--- config.mk ---
export PLATFORM = sky130hd
export DESIGN_NAME = rf_wr_sched
export DESIGN_NICKNAME = d
export VERILOG_FILES = /design/src/rtl/rf_wr_sched.sv
export SDC_FILE = /design/constraint.sdc
export NUM_CORES = 1
export LEC_CHECK = 0
export BUFFER_PORTS_ARGS = -buffer_cell sky130_fd_sc_hd__buf_4
export CAP_MARGIN = 20
export CELL_PAD_IN_SITES_DETAIL_PLACEMENT = 1
export CELL_PAD_IN_SITES_GLOBAL_PLACEMENT = 1
export CORE_ASPECT_RATIO = 0.7
export CORE_MARGIN = 3
export CORE_UTILIZATION = 42
export CTS_CLUSTER_DIAMETER = 80
export DETAILED_ROUTE_END_ITERATION = 8
export GPL_TIMING_DRIVEN = 0
export HOLD_SLACK_MARGIN = 0.03
export PLACE_DENSITY_LB_ADDON = 0.1
export SLEW_MARGIN = 20
export SYNTH_ARGS = -nofsm -noshare
export SYNTH_HDL_FRONTEND = slang
export SYNTH_SLANG_ARGS = --single-unit
--- constraint.sdc ---
create_clock -name clk -period 4.9 [get_ports clk]
set_input_delay 0.98 -clock clk [delete_from_list [all_inputs] [get_ports clk]]
set_output_delay 0.98 -clock clk [all_outputs]
set_load 0.01 [all_outputs]
--- src/rtl/rf_wr_sched.sv ---
// Write-port scheduler: two one-entry writeback slots (ALU, load) sharing one register-file write port.
// Optional macro RF_WR_BYPASS_EN adds read bypass from the output stage and drops it from busyA/busyB.
module rf_wr_sched #(
    parameter int PW = 3,
    parameter int DW = 8
) (
    input  logic              clk,
    input  logic              rst_n,
    input  logic              alu_valid,
    output logic              alu_ready,
    input  logic [DW-1:0]     alu_data,
    input  logic [PW-1:0]     alu_addr,
    input  logic              alu_inplace,
    input  logic              mem_valid,
    output logic              mem_ready,
    input  logic [DW-1:0]     mem_data,
    input  logic [PW-1:0]     mem_addr,
    input  logic              mem_inplace,
    output logic              rf_wr_en,
    output logic              rf_in_place,
    output logic [PW-1:0]     rf_wr_addr,
    output logic [DW-1:0]     rf_dat_in,
    input  logic [PW-1:0]     rd_addrA,
    input  logic [PW-1:0]     rd_addrB,
    output logic              busyA,
    output logic              busyB,
    output logic [2**PW-1:0]  pending,
    output logic              fwdA_valid,
    output logic              fwdB_valid,
    output logic [DW-1:0]     fwdA_data,
    output logic [DW-1:0]     fwdB_data
);
    localparam int NR = 2**PW;

    logic              alu_full_q, alu_full_d, mem_full_q, mem_full_d;
    logic [PW-1:0]     alu_ea_q, alu_ea_d, mem_ea_q, mem_ea_d;
    logic [DW-1:0]     alu_data_q, mem_data_q;
    logic              alu_inp_q, mem_inp_q;
    logic              mem_older_q, mem_older_d;
    logic              last_mem_q, last_mem_d;
    logic              wr_en_q, wr_en_d, wr_inp_q, wr_inp_d;
    logic [PW-1:0]     wr_addr_q, wr_addr_d;
    logic [DW-1:0]     wr_dat_q, wr_dat_d;
    logic              alu_cap, mem_cap, gnt_alu, gnt_mem;
    logic [NR-1:0]     pend_slots;

    assign alu_ready = !alu_full_q;
    assign mem_ready = !mem_full_q;
    assign alu_cap   = alu_valid && !alu_full_q;
    assign mem_cap   = mem_valid && !mem_full_q;
    assign alu_ea_d  = alu_inplace ? alu_addr : '0;
    assign mem_ea_d  = mem_inplace ? mem_addr : '0;

    // Same destination keeps capture order; otherwise the last-granted source yields.
    always_comb begin
        gnt_alu = 1'b0;
        gnt_mem = 1'b0;
        if (alu_full_q && mem_full_q) begin
            if (alu_ea_q == mem_ea_q) begin
                gnt_mem = mem_older_q;
                gnt_alu = !mem_older_q;
            end else begin
                gnt_alu = last_mem_q;
                gnt_mem = !last_mem_q;
            end
        end else begin
            gnt_alu = alu_full_q;
            gnt_mem = mem_full_q;
        end
    end

    always_comb begin
        alu_full_d  = alu_cap || (alu_full_q && !gnt_alu);
        mem_full_d  = mem_cap || (mem_full_q && !gnt_mem);
        mem_older_d = mem_older_q;
        if (alu_cap)      mem_older_d = 1'b1;
        else if (mem_cap) mem_older_d = 1'b0;
        last_mem_d  = last_mem_q;
        if (gnt_mem)      last_mem_d = 1'b1;
        else if (gnt_alu) last_mem_d = 1'b0;
        wr_en_d     = gnt_alu || gnt_mem;
        wr_addr_d   = wr_addr_q;
        wr_dat_d    = wr_dat_q;
        wr_inp_d    = wr_inp_q;
        if (gnt_mem) begin
            wr_addr_d = mem_ea_q;
            wr_dat_d  = mem_data_q;
            wr_inp_d  = mem_inp_q;
        end else if (gnt_alu) begin
            wr_addr_d = alu_ea_q;
            wr_dat_d  = alu_data_q;
            wr_inp_d  = alu_inp_q;
        end
    end

    always_ff @(posedge clk or negedge rst_n) begin
        if (!rst_n) begin
            alu_full_q  <= 1'b0;
            mem_full_q  <= 1'b0;
            mem_older_q <= 1'b0;
            last_mem_q  <= 1'b1;
            wr_en_q     <= 1'b0;
            wr_addr_q   <= '0;
            wr_dat_q    <= '0;
            wr_inp_q    <= 1'b0;
        end else begin
            alu_full_q  <= alu_full_d;
            mem_full_q  <= mem_full_d;
            mem_older_q <= mem_older_d;
            last_mem_q  <= last_mem_d;
            wr_en_q     <= wr_en_d;
            wr_addr_q   <= wr_addr_d;
            wr_dat_q    <= wr_dat_d;
            wr_inp_q    <= wr_inp_d;
        end
    end

    // Slot payload is qualified by the full flags, so it needs no reset.
    always_ff @(posedge clk) begin
        if (alu_cap) begin
            alu_ea_q   <= alu_ea_d;
            alu_data_q <= alu_data;
            alu_inp_q  <= alu_inplace;
        end
        if (mem_cap) begin
            mem_ea_q   <= mem_ea_d;
            mem_data_q <= mem_data;
            mem_inp_q  <= mem_inplace;
        end
    end

    assign rf_wr_en    = wr_en_q;
    assign rf_wr_addr  = wr_addr_q;
    assign rf_dat_in   = wr_dat_q;
    assign rf_in_place = wr_inp_q;

    always_comb begin
        pend_slots = '0;
        pending    = '0;
        for (int i = 0; i < NR; i++) begin
            pend_slots[i] = (alu_full_q && alu_ea_q == PW'(i)) || (mem_full_q && mem_ea_q == PW'(i));
            pending[i]    = pend_slots[i] || (wr_en_q && wr_addr_q == PW'(i));
        end
    end

`ifdef RF_WR_BYPASS_EN
    assign fwdA_valid = wr_en_q && (wr_addr_q == rd_addrA);
    assign fwdB_valid = wr_en_q && (wr_addr_q == rd_addrB);
    assign fwdA_data  = fwdA_valid ? wr_dat_q : '0;
    assign fwdB_data  = fwdB_valid ? wr_dat_q : '0;
    assign busyA      = pend_slots[rd_addrA];
    assign busyB      = pend_slots[rd_addrB];
`else
    assign fwdA_valid = 1'b0;
    assign fwdB_valid = 1'b0;
    assign fwdA_data  = '0;
    assign fwdB_data  = '0;
    assign busyA      = pending[rd_addrA];
    assign busyB      = pending[rd_addrB];
`endif

endmodule

# After elaboration in Yosys (flattened, before gate mapping)
# Cells that the tools add are included.
# totals
regBits	41
input_bits	34
output_inout_bits	43
# op_classes
n_lt_le_gt_ge	2
eq_ne	22
muxes	18
reduce_logical	59
# op_table
operator	count
equality test 3 bit (second input constant)	12
logical AND 1 bit	29
logical OR 1 bit	19
equality test 3 x 2 -> 1 bit (second input constant)	6
2-to-1 mux 8 bit	2
2-to-1 mux 1 bit	12
equality test 3 x 1 -> 1 bit (second input constant)	3
logical NOT 3 bit	3
< comparator 3 x 4 -> 1 bit (second input constant)	2
binary-select mux 1 bit (select 3 bit)	2
logical NOT 1 bit	6
2-to-1 mux 3 bit	2
nonzero test 2 bit	2
equality test 3 bit	1

# Longest topological paths before layout
# Gate-level depths: netlist of the first run.
# logic_depth
depth_word	6
ltp_mapped	6
ltp_nobuf	4

# Worst setup path before layout of the first run
# Ideal clock, no wire load.
# synth_path
path_type	register -> output
from	reg wr_addr_q[1] (netlist: rf_wr_addr[1])
to	out busyA
t_arrival_ns	1.745
t_required_ns	3.920
setup_slack_ns	2.175
path_stages_with_launch	6
path_cell_list	dfrtp_1 clkbuf_1 or4bb_1 nand4b_1 a21oi_1 nor4_1
# synth_between
elab_chain_cells	5
word_cells_on_any_way	26
cone_classes	7 x eq/ne; 2 x mux; 17 x reduce/logical
# synth_rtl
element	line_no	source
from (decl)	42	logic [PW-1:0] wr_addr_q, wr_addr_d;
from (signal assigned)	112	wr_addr_q <= wr_addr_d;
equality test 3 x 1 -> 1 bit, or another cell as far along	142	pending[i] = pend_slots[i] || (wr_en_q && wr_addr_q == PW'(i));
logical AND 1 bit	142	
logical OR 1 bit	142	
binary-select mux 1 bit (select 3 bit) *	158	assign busyA = pending[rd_addrA];
2-to-1 mux 1 bit (implied by the code) *	158	
to (decl)	25	output logic busyA,
# Mark *: on every way between the ends. The rest lies on a longest branch, timed or not. The select of a mux whose other input is x is not followed.

# Final worst setup path of the first run
# layout_path
from	reg mem_full_q
to	out busyA
# layout_between
elab_chain_cells	5
word_cells_on_any_way	26
cone_classes	2 x mux; 24 x reduce/logical
# layout_rtl
element	line_no	source
from (decl)	35	logic alu_full_q, alu_full_d, mem_full_q, mem_full_d;
from (signal assigned)	108	mem_full_q <= mem_full_d;
logical AND 1 bit	141	pend_slots[i] = (alu_full_q && alu_ea_q == PW'(i)) || (mem_full_q && mem_ea_q == PW'(i));
logical OR 1 bit	141	
logical OR 1 bit	142	
binary-select mux 1 bit (select 3 bit) *	158	
2-to-1 mux 1 bit (implied by the code) *	158	
# Marked as above.

==> metrics.md, run 1 <==
| Metric | Value |
|---|---|
| Status | `completed` |
| Synthesized area per cell | `11.30 um^2` |
| Post-synth top flop | `edfxtp_1` |
| Initial antenna violation count | `0` |
| Critical R2R Launch | `alu_ea_q[1]` |
| Synth area leaders | `edfxtp_1 31%, dfrtp_1 17%, buf_4 6.1%, nand4b_1 4.5%, a221o_2 3.9%` |
| Switch share | `between 30% and 40%` |
| Row count | `22` |
| Max Clk Rate | `approximately 290 MHz` |
| Synth warn | `0` |
| Share of power burned in registers | `37.5%` |
| Hold Crit Start | `alu_data_q[0]` |
| Nets | `322` |
| Fillers | `593` |
| Cell area after synthesis | `2328 um^2` |
| Critical path's most frequent cell | `nand4b_1` |
| # DRC | `0` |
| Crit-path slowest cell | `dfrtp_1` |
| Post-synthesis sequential area ratio | `49.27%` |
| Clock Skew | `about 0.0097 ns` |
| Slew HR | `46.52%` |
| Num ports | `77` |
| Vias in the first global route | `1837` |
| Pint | `between 0.8 and 0.9 mW` |
| Worst Hold Class | `flop to flop` |
| First drt pass iteration count | `4` |
| Async set or reset register ratio after synthesis | `41.46%` |
| Hold Vio Cnt, Final | `0` |
| Slew at the pin closest to its max-slew limit | `0.7985 ns` |
| Grt peak-use layer | `met2` |
| Syn Inst Count | `206` |
| Clk_lat worst skew | `0.30 ns` |
| CP max stage delay | `0.49 ns` |
| Ant diodes | `0` |
| Largest net degree at the start of global routing | `18` |
| Dpl cells | `353` |
| Max cap viols | `0` |
| Clock sinks | `41` |
| RSZ-0062 raised after global routing | `false` |
| Iteration-0 DRC Markers | `~140` |
| GR Layer Usage met3 | `5.934%` |
| Tcrit/Tclk final | `70.41%` |
| Resized cells post-CTS | `0` |
| Total grt overflow | `0` |
| WS Path Type | `flop to primary output` |
| DP Wirelength | `4840 um` |
| CP required | `3.92 ns` |
| Hold-fix buffers, CTS | `0` |
| Met1 GRT Util | `26.43%` |
| Die Width | `95.00 um` |
| Die area | `6488 um^2` |
| Final Util | `56.98%` |
| Top cell type's share of synthesized area | `30.95%` |
| CP endpoint kind | `primary output` |
| Crit-path max FO | `10` |
| Setup TNS | `0 ns` |
| Share of cells above drive strength 1 | `roughly 40%` |
| Pwr Total | `1.392 mW` |
| H-tree depth | `2` |
| CTS Buffer Depth | `2` |
| Post-synthesis register bit count | `41` |
| Critical-path cell list | `clkbuf_1, buf_2, nand4b_1, nand4b_1, a21oi_1, nor4_1, buf_4` |
| Top-count cell post-synth | `edfxtp_1` |
| Net Switching | `0.5158 mW` |
| Final wirelength | `6266 um` |
| CTS buffer count | `5` |
| Core Region | `approximately 5300 um^2` |
| Final setup violation count | `0` |
| Met2 Usage GRT | `33.01%` |
| Leak Pwr | `around 1.3 nW` |
| GP Congestion | `0.7410` |
| Post-synth cell types | `47` |
| Number of flops mapped to enable cells by yosys | `24` |
| Final cell count without fillers | `roughly 360` |
| P per Cell Area | `462.2 nW/um^2` |
| Post CTS Setup Buffer Count | `0` |
| Gr usage total | `19.77%` |
| Startpoint class of the critical path | `flop` |
| Die Y-Extent | `68.30 um` |
| Crit. Startpoint | `mem_full_q` |
| Number of buffers inserted by port buffering | `between 50 and 60` |
| Clock Pin Slew Worst Setup and Hold Paths | `0.09 ns` |
| CTS tree | `built` |
| Vias | `1890` |
| Minimum clock period | `3.450 ns` |
| Clock root cell | `clkbuf_8` |
| Antenna Nets Post-Route | `0` |
| Starting density of the core | `44.06%` |
| Commonest cells post-synth | `24 x edfxtp_1, 19 x buf_4, 16 x dfrtp_1` |
| Vias/cell | `5.235` |
| Logic pwr share | `46.2%` |
| Routed length per instance | `17.36 um` |
| Cell taking the most area after synthesis | `edfxtp_1` |
| IR drop worst, VDD | `0.2372 mV` |
| First-pass GRT wire length | `9480 um` |
| Critical path data arrival time | `2.47 ns` |
| Clk pwr share | `between 15 and 20%` |
| Area grow syn2layout | `29.34%` |
| Max Slew Vio Count | `0` |
[routing by layer]
metal,vias to the layer above,share of wire [%]
met5,-,0
met3,0,8.2
li1,909,-
met1,907,45
met4,0,0
met2,74,47
[flip-flops by register name, indices dropped and copies added (netlist names)]
name / flops
alu_data_q: 8
mem_data_q: 8
rf_dat_in: 8
alu_ea_q: 3
mem_ea_q: 3
rf_wr_addr: 3
alu_full_q: 1
alu_inp_q: 1
last_mem_q: 1
mem_full_q: 1
mem_inp_q: 1
mem_older_q: 1
rf_in_place: 1
rf_wr_en: 1
[critical path, delay by kind of cell, from the launching register on]
| family | cells | cell delay [ns] |
|---|---|---|
| AO/OA/AOI/OAI | 1 | 0.09 |
| buffers and inverters | 3 | 0.93 |
| AND/OR/NAND/NOR | 3 | 0.66 |
| flip-flops | 1 | 0.49 |
[power groups by stage]
stage	clock network, mW	registers [mW]	logic (mW)
2_1_floorplan	0	0.537	0.365
3_3_place_gp	0	0.524	0.621
3_5_place_dp	0	0.529	0.641
4_1_cts	0.231	0.525	0.643
5_1_grt	0.247	0.535	0.700
6_report	0.226	0.523	0.643
[area by class of cell]
class	count	area (um^2)	share of cell area (%)
buffer	32	210.2	6.980
clock buffer	5	68.82	2.285
clock inverter	3	22.52	0.7478
inverter	6	22.52	0.7478
multi-input combinational	144	1015	33.69
sequential	41	1147	38.10
tap	72	90.09	2.991
timing repair buffer	58	435.4	14.46
[cell families (layout without fill, tap and decap cells)]
| family | Yosys count | count (layout) | share of synthesized area [%] |
|---|---|---|---|
| flops | 41 | 41 | 49.27 |
| mux | 11 | 11 | 5.642 |
| buf+inv | 38 | 104 | 9.994 |
| xor+xnor | 3 | 3 | 1.129 |
| other cells | 1 | 18 | 0.1610 |
| simple gates | 81 | 81 | 23.16 |
| compound gates | 31 | 31 | 10.64 |
[metrics by stage]
step	cell area [um^2]	hold WS, ns	setup WS, ns
after CTS	3012	0.4878	1.464
after global routing	3012	0.5083	1.280
after global placement	2918	0.4619	1.875
after detailed placement	2920	0.4691	1.806
after floorplan	2392	0.4539	2.175
final	3012	0.4857	1.450
[cell usage in the layout (no fill, tap or decap), drive strengths merged, types with 6 or more instances in the layout]
master and instances:
a21oi 9, a221o 8, and2 12, buf 83
clkbuf 12, conb 18, dfrtp 16, edfxtp 24
inv 6, mux2 8, nand2 7, nand3 7
nand4 9, nand4b 12, nor2 11
[worst paths after layout]
check / endpoint / slack (ns) / cells past startpoint
max in group asynchronous: last_mem_q / 4.11 / 1
min in group asynchronous: rf_dat_in[2] / 0.52 / 1
min: rf_dat_in[0] / 0.49 / 1
max: busyA / 1.45 / 7
min reg2reg: rf_dat_in[0] / 0.49 / 1
max reg2reg: rf_dat_in[2] / 2.71 / 6
(Power assumes the default switching activity.)
==> inputs of run 2 (changes only) <==
--- a/config.mk
+++ b/config.mk
@@ -11,7 +11,7 @@
 export CELL_PAD_IN_SITES_GLOBAL_PLACEMENT = 1
 export CORE_ASPECT_RATIO = 0.7
 export CORE_MARGIN = 3
-export CORE_UTILIZATION = 42
+export CORE_UTILIZATION = 35
 export CTS_CLUSTER_DIAMETER = 80
 export DETAILED_ROUTE_END_ITERATION = 8
 export GPL_TIMING_DRIVEN = 0
==> constraint.sdc (replaced) <==
create_clock -name clk -period 3 [get_ports clk]
set_input_delay 0.6 -clock clk [delete_from_list [all_inputs] [get_ports clk]]
set_output_delay 0.6 -clock clk [all_outputs]
set_load 0.01 [all_outputs]
==> metrics.md, run 2 (synthesis results as in run 1) <==
| Metric | Value |
|---|---|
| Status | `completed` |
| Row count | `24` |
| Area grow syn2layout | `30.31%` |
| Num ports | `77` |
| RSZ-0062 raised after global routing | `false` |
| Max Slew Vio Count | `0` |
| Critical Path Sink | `busyA` |
| Core Region | `around 6300 um^2` |
| Top Metal Used | `met4` |
| First-pass GRT wire length | `9453 um` |
| CP endpoint kind | `primary output` |
| WS Path Type | `flop to primary output` |
| Dpl cell area | `roughly 3000 um^2` |
| Clk_lat worst skew | `0.28 ns` |
| Ant diodes | `0` |
| Final wirelength | `a little over 6000 um` |
| R2R depth | `6` |
| Switch share | `35.59%` |
| Antenna Nets Post-Route | `0` |
| Final setup violation count | `0` |
| GP Congestion | `about 0.76` |
| Max Clk Rate | `353.5 MHz` |
| Crit-path max FO | `10` |
| Leak Pwr | `1.340 nW` |
| Routed length per instance | `between 15 and 20 um` |
| RR Endpoint | `rf_dat_in[1]` |
| Vias | `1918` |
| Initial antenna violation count | `0` |
| Starting density of the core | `36.75%` |
| Clock root cell | `clkbuf_8` |
| Final Cell Area | `roughly 3000 um^2` |
| Vias/cell | `5.061` |
| Logic pwr share | `45.8%` |
| Most common cell after layout, fill and taps aside | `buf_4` |
| CTS tree | `built` |
| Fillers | `between 700 and 800` |
| Met3 wire length | `367 um` |
| CP required | `approximately 2.4 ns` |
| Iteration-0 DRC Markers | `128` |
| Die area | `7683 um^2` |
| Most frequent cells in the layout | `77 x buf_4, 24 x edfxtp_1, 18 x conb_1` |
| Clock Pin Slew Worst Setup and Hold Paths | `0.08 ns` |
| Hold-fix buffers, CTS | `0` |
| Total grt overflow | `0` |
| IR drop worst, VDD | `0.2902 mV` |
| Number of buffers inserted by port buffering | `58` |
| Critical path data arrival time | `2.23 ns` |
| Max cap viols | `0` |
| Met1 wire length | `3186 um` |
| CTS buffer count | `5` |
| Share of power burned in registers | `about 38%` |
| Met2 routed WL | `2653 um` |
| H-tree depth | `2` |
| Pint | `1.454 mW` |
| Startpoint class of the critical path | `flop` |
| Crit. Startpoint | `mem_ea_q[2]` |
| Clock Skew | `0.007740 ns` |
| Register Area | `around 1100 um^2` |
| Clock sinks | `roughly 40` |
| Slew HR | `between 40% and 50%` |
| Setup TNS | `0 ns` |
| Hold Vio Cnt, Final | `0` |
| First drt pass iteration count | `6` |
| Multi-input gate area | `1015 um^2` |
| FF-to-FF setup slack | `approximately 0.84 ns` |
| CTS Buffer Depth | `2` |
| Die Width | `103.5 um` |
| Clk pwr share | `16.2%` |
| Largest net degree at the start of global routing | `18` |
| Slew at the pin closest to its max-slew limit | `0.8133 ns` |
| Final Util | `between 40% and 50%` |
| DP Wirelength | `~4700 um` |
| Tcrit/Tclk final | `between 90% and 100%` |
| Nets | `roughly 320` |
| Vias in the first global route | `between 1500 and 2000` |
| Critical R2R Launch | `alu_ea_q[0]` |
| Gr usage total | `16.29%` |
| Share of cells above drive strength 1 | `between 30% and 40%` |
| Die Y-Extent | `74.24 um` |
| Minimum clock period | `2.829 ns` |
| Net Switching | `0.8035 mW` |
| Worst Hold Class | `input pin to async pin` |
| P per Cell Area | `744.0 nW/um^2` |
| # DRC | `0` |
run 2: changes by cell type in the layout (fill, tap and decap cells not counted):
cell,delta
clkinv_2,-1
clkbuf_4,+1
clkbuf_8,+1
clkinv_4,-2
run 2: stage by stage:
stage	hold slack, ns	std cells	setup WS, ns	total power [mW]
detailed placement	0.4717	372	0.2279	1.907
floorplan	0.3044	223	0.6550	1.474
CTS	0.1696	380	0.09706	2.276
global placement	0.4588	372	0.2732	1.889
global route	0.1617	379	0.02074	2.417
finish	0.1703	379	0.1708	2.258
run 2: layout make-up:
cell class	instances	share of cell area, %
Multi-Input combinational cell	144	33.44
Buffer	31	6.928
Tap cell	91	3.753
Timing Repair Buffer	58	14.35
Sequential cell	41	37.81
Clock buffer	8	2.969
Inverter	6	0.7423
run 2: what timing repair did:
action                     4_1_cts  5_1_grt
cloned                           0        0
gates resized for setup          1        2
setup buffers                    0        0
setup endpoints to repair        2        2
run 2: power by group through the flow:
stage               clock, mW  sequential [mW]  combinational [mW]
floorplan                   0            0.878               0.596
global placement            0            0.856                1.03
detailed placement          0            0.858                1.05
CTS                     0.375            0.847                1.05
global route            0.411            0.883                1.12
finish                  0.366            0.857                1.03
run 2: per-layer routing:
metal | GRT usage, % | vias up
li1 | - | 910
met1 | 24.42 | 935
met2 | 23.73 | 71
met3 | 4.405 | 2
met4 | 3.017 | 0
met5 | 0 | -
run 2: worst min path at each step:
| stage | endpoint | slack (ns) | cells past startpoint |
|---|---|---|---|
| 6_report | rf_dat_in[7] | 0.17 | 1 |
| 5_1_grt | rf_dat_in[7] | 0.16 | 1 |
| 4_1_cts | rf_dat_in[3] | 0.17 | 1 |
| 3_5_place_dp | rf_dat_in[2] | 0.47 | 1 |
| 3_3_place_gp | rf_dat_in[1] | 0.46 | 1 |
| 2_1_floorplan | alu_full_q | 0.30 | 0 |
run 2: critical path, stage by stage (launching register included):
cell and delay, ns:
edfxtp_1 0.42, clkbuf_1 0.25, or4bb_1 0.62, nand4b_1 0.14, a21oi_1 0.07, nor4_1 0.27, buf_4 0.17
==> inputs of run 3 (changes only) <==
--- a/config.mk
+++ b/config.mk
@@ -10,7 +10,6 @@
 export CELL_PAD_IN_SITES_DETAIL_PLACEMENT = 1
 export CELL_PAD_IN_SITES_GLOBAL_PLACEMENT = 1
 export CORE_ASPECT_RATIO = 0.7
-export CORE_MARGIN = 3
 export CORE_UTILIZATION = 35
 export CTS_CLUSTER_DIAMETER = 80
 export DETAILED_ROUTE_END_ITERATION = 8
==> metrics.md, run 3 (synthesis results as in run 1) <==
| Metric | Value |
|---|---|
| First drt pass iteration count | `4` |
| Max cap viols | `0` |
| WS Path Type | `flop to primary output` |
| Nets | `322` |
| Iteration-0 DRC Markers | `103` |
| FF-to-FF setup slack | `between 0.8 and 0.9 ns` |
| H-tree depth | `2` |
| Slew at the pin closest to its max-slew limit | `around 0.8 ns` |
| Row count | `24` |
| Routed length per instance | `15.64 um` |
| Minimum clock period | `2.786 ns` |
| Post CTS Setup Buffer Count | `0` |
| Final setup violation count | `0` |
| Setup TNS | `0 ns` |
| Area grow syn2layout | `30.41%` |
| Vias | `1910` |
| Hold Vio Cnt, Final | `0` |
| Most common cell after layout, fill and taps aside | `buf_4` |
| CTS Buffer Depth | `2` |
| CP required | `2.40 ns` |
| Startpoint class of the critical path | `flop` |
| Num ports | `77` |
| Final wirelength | `5945 um` |
| Most frequent cells in the layout | `77 x buf_4, 24 x edfxtp_1, 18 x conb_1` |
| Register Area | `1147 um^2` |
| Number of buffers inserted by port buffering | `a little under 60` |
| Critical path data arrival time | `about 2.2 ns` |
| Die area | `6988 um^2` |
| Die Width | `99.49 um` |
| IR drop worst, VDD | `0.2547 mV` |
| Clock sinks | `approximately 40` |
| Ant diodes | `0` |
| RSZ-0062 raised after global routing | `false` |
| Max Slew Vio Count | `0` |
| Worst Hold Class | `input pin to async pin` |
| Clock root cell | `clkbuf_8` |
| DP Wirelength | `around 4600 um` |
| CTS tree | `built` |
| Slew HR | `a little under half` |
| Starting density of the core | `36.75%` |
| Multi-input gate area | `~1000 um^2` |
| Status | `completed` |
| Share of cells above drive strength 1 | `approximately 39%` |
| Fillers | `710` |
| Tcrit/Tclk final | `slightly above 90%` |
| GP Congestion | `0.7933` |
| P per Cell Area | `739.2 nW/um^2` |
| Initial antenna violation count | `0` |
| Total grt overflow | `0` |
| # DRC | `0` |
| Die Y-Extent | `70.24 um` |
| Gr usage total | `between 10% and 20%` |
| Final worst slack | `roughly 0.21 ns` |
| CTS buffer count | `5` |
| Leak Pwr | `approximately 1.3 nW` |
| Core Region | `6336 um^2` |
| Place WS | `roughly 0.26 ns` |
| Crit-path max FO | `10` |
| CP endpoint kind | `primary output` |
| Max Clk Rate | `approximately 360 MHz` |
| Antenna Nets Post-Route | `0` |
| Clock Pin Slew Worst Setup and Hold Paths | `0.09 ns` |
| First-pass GRT wire length | `9784 um` |
| Vias/cell | `5.026` |
| Clk_lat worst skew | `just under 0.3 ns` |
| Vias in the first global route | `1907` |
| Clock Skew | `0.01038 ns` |
| Largest net degree at the start of global routing | `18` |
[run 3: cell types whose count changed in the layout (fill, tap and decap cells not counted), sizes merged]
cell      change
clkinv        +2
clkinvlp      +1
buf           -1
clkbuf        -1
[run 3: layer usage]
layer	GRT usage, %	wire [um]	up-vias
li1	-	-	911
met1	26.42	2966	928
met2	27.85	2576	71
met3	4.605	402	0
met4	2.124	0	0
met5	0	0	-
[run 3: repair_timing]
| action | CTS | global route |
|---|---|---|
| setup endpoints to repair | 2 | 2 |
| endpoints found under the hold margin | 0 | 0 |
| hold buffers | 0 | 0 |
| resized for setup | 1 | 3 |
[run 3: metrics by stage]
| step | std cells | instance area [um^2] | utilization (%) | total power, mW | hold WS, ns |
|---|---|---|---|---|---|
| CTS | 380 | 3032 | 47.85 | 2.258 | 0.1621 |
| detailed placement | 372 | 2944 | 46.47 | 1.904 | 0.4694 |
| finish | 380 | 3037 | 47.93 | 2.245 | 0.1662 |
| global route | 380 | 3037 | 47.93 | 2.391 | 0.1763 |
| floorplan | 223 | 2392 | - | 1.474 | 0.3044 |
| global placement | 372 | 2942 | 46.43 | 1.882 | 0.4586 |
[run 3: final timing paths]
kind | from | to | depth (start not counted)
worst max-delay path | mem_ea_q[2] | busyA | 6
worst min-delay path | rst_n | mem_full_q | 1
min in group clk | mem_data[6] | mem_data_q[6] | 1
max in group asynchronous | rst_n | last_mem_q | 1
worst max register to register | alu_ea_q[1] | rf_dat_in[1] | 6
worst min register to register | alu_data_q[1] | rf_dat_in[1] | 1
[run 3: report_power, final]
part           total [mW]  internal, mW  switching [mW]
Sequential          0.844         0.758          0.0865
Combinational        1.05         0.513           0.536
Clock               0.352         0.161           0.191
Total                2.24          1.43           0.814
[run 3: final cells by class]
cell class / count / area share, %
plain buffers: 32 / 7.128
clock buffers: 5 / 2.266
clock inverters: 3 / 0.5768
inverters: 6 / 0.7417
multi-input cells: 144 / 33.42
flip-flops and latches: 41 / 37.78
well taps: 91 / 3.749
repair buffers: 58 / 14.34
[run 3: worst max-delay path, cell delays in order, from the launching register on]
cell      delay (ns)
edfxtp_1        0.42
clkbuf_1        0.24
or4bb_1         0.61
nand4b_1        0.13
a21oi_1         0.07
nor4_1          0.26
buf_4           0.17
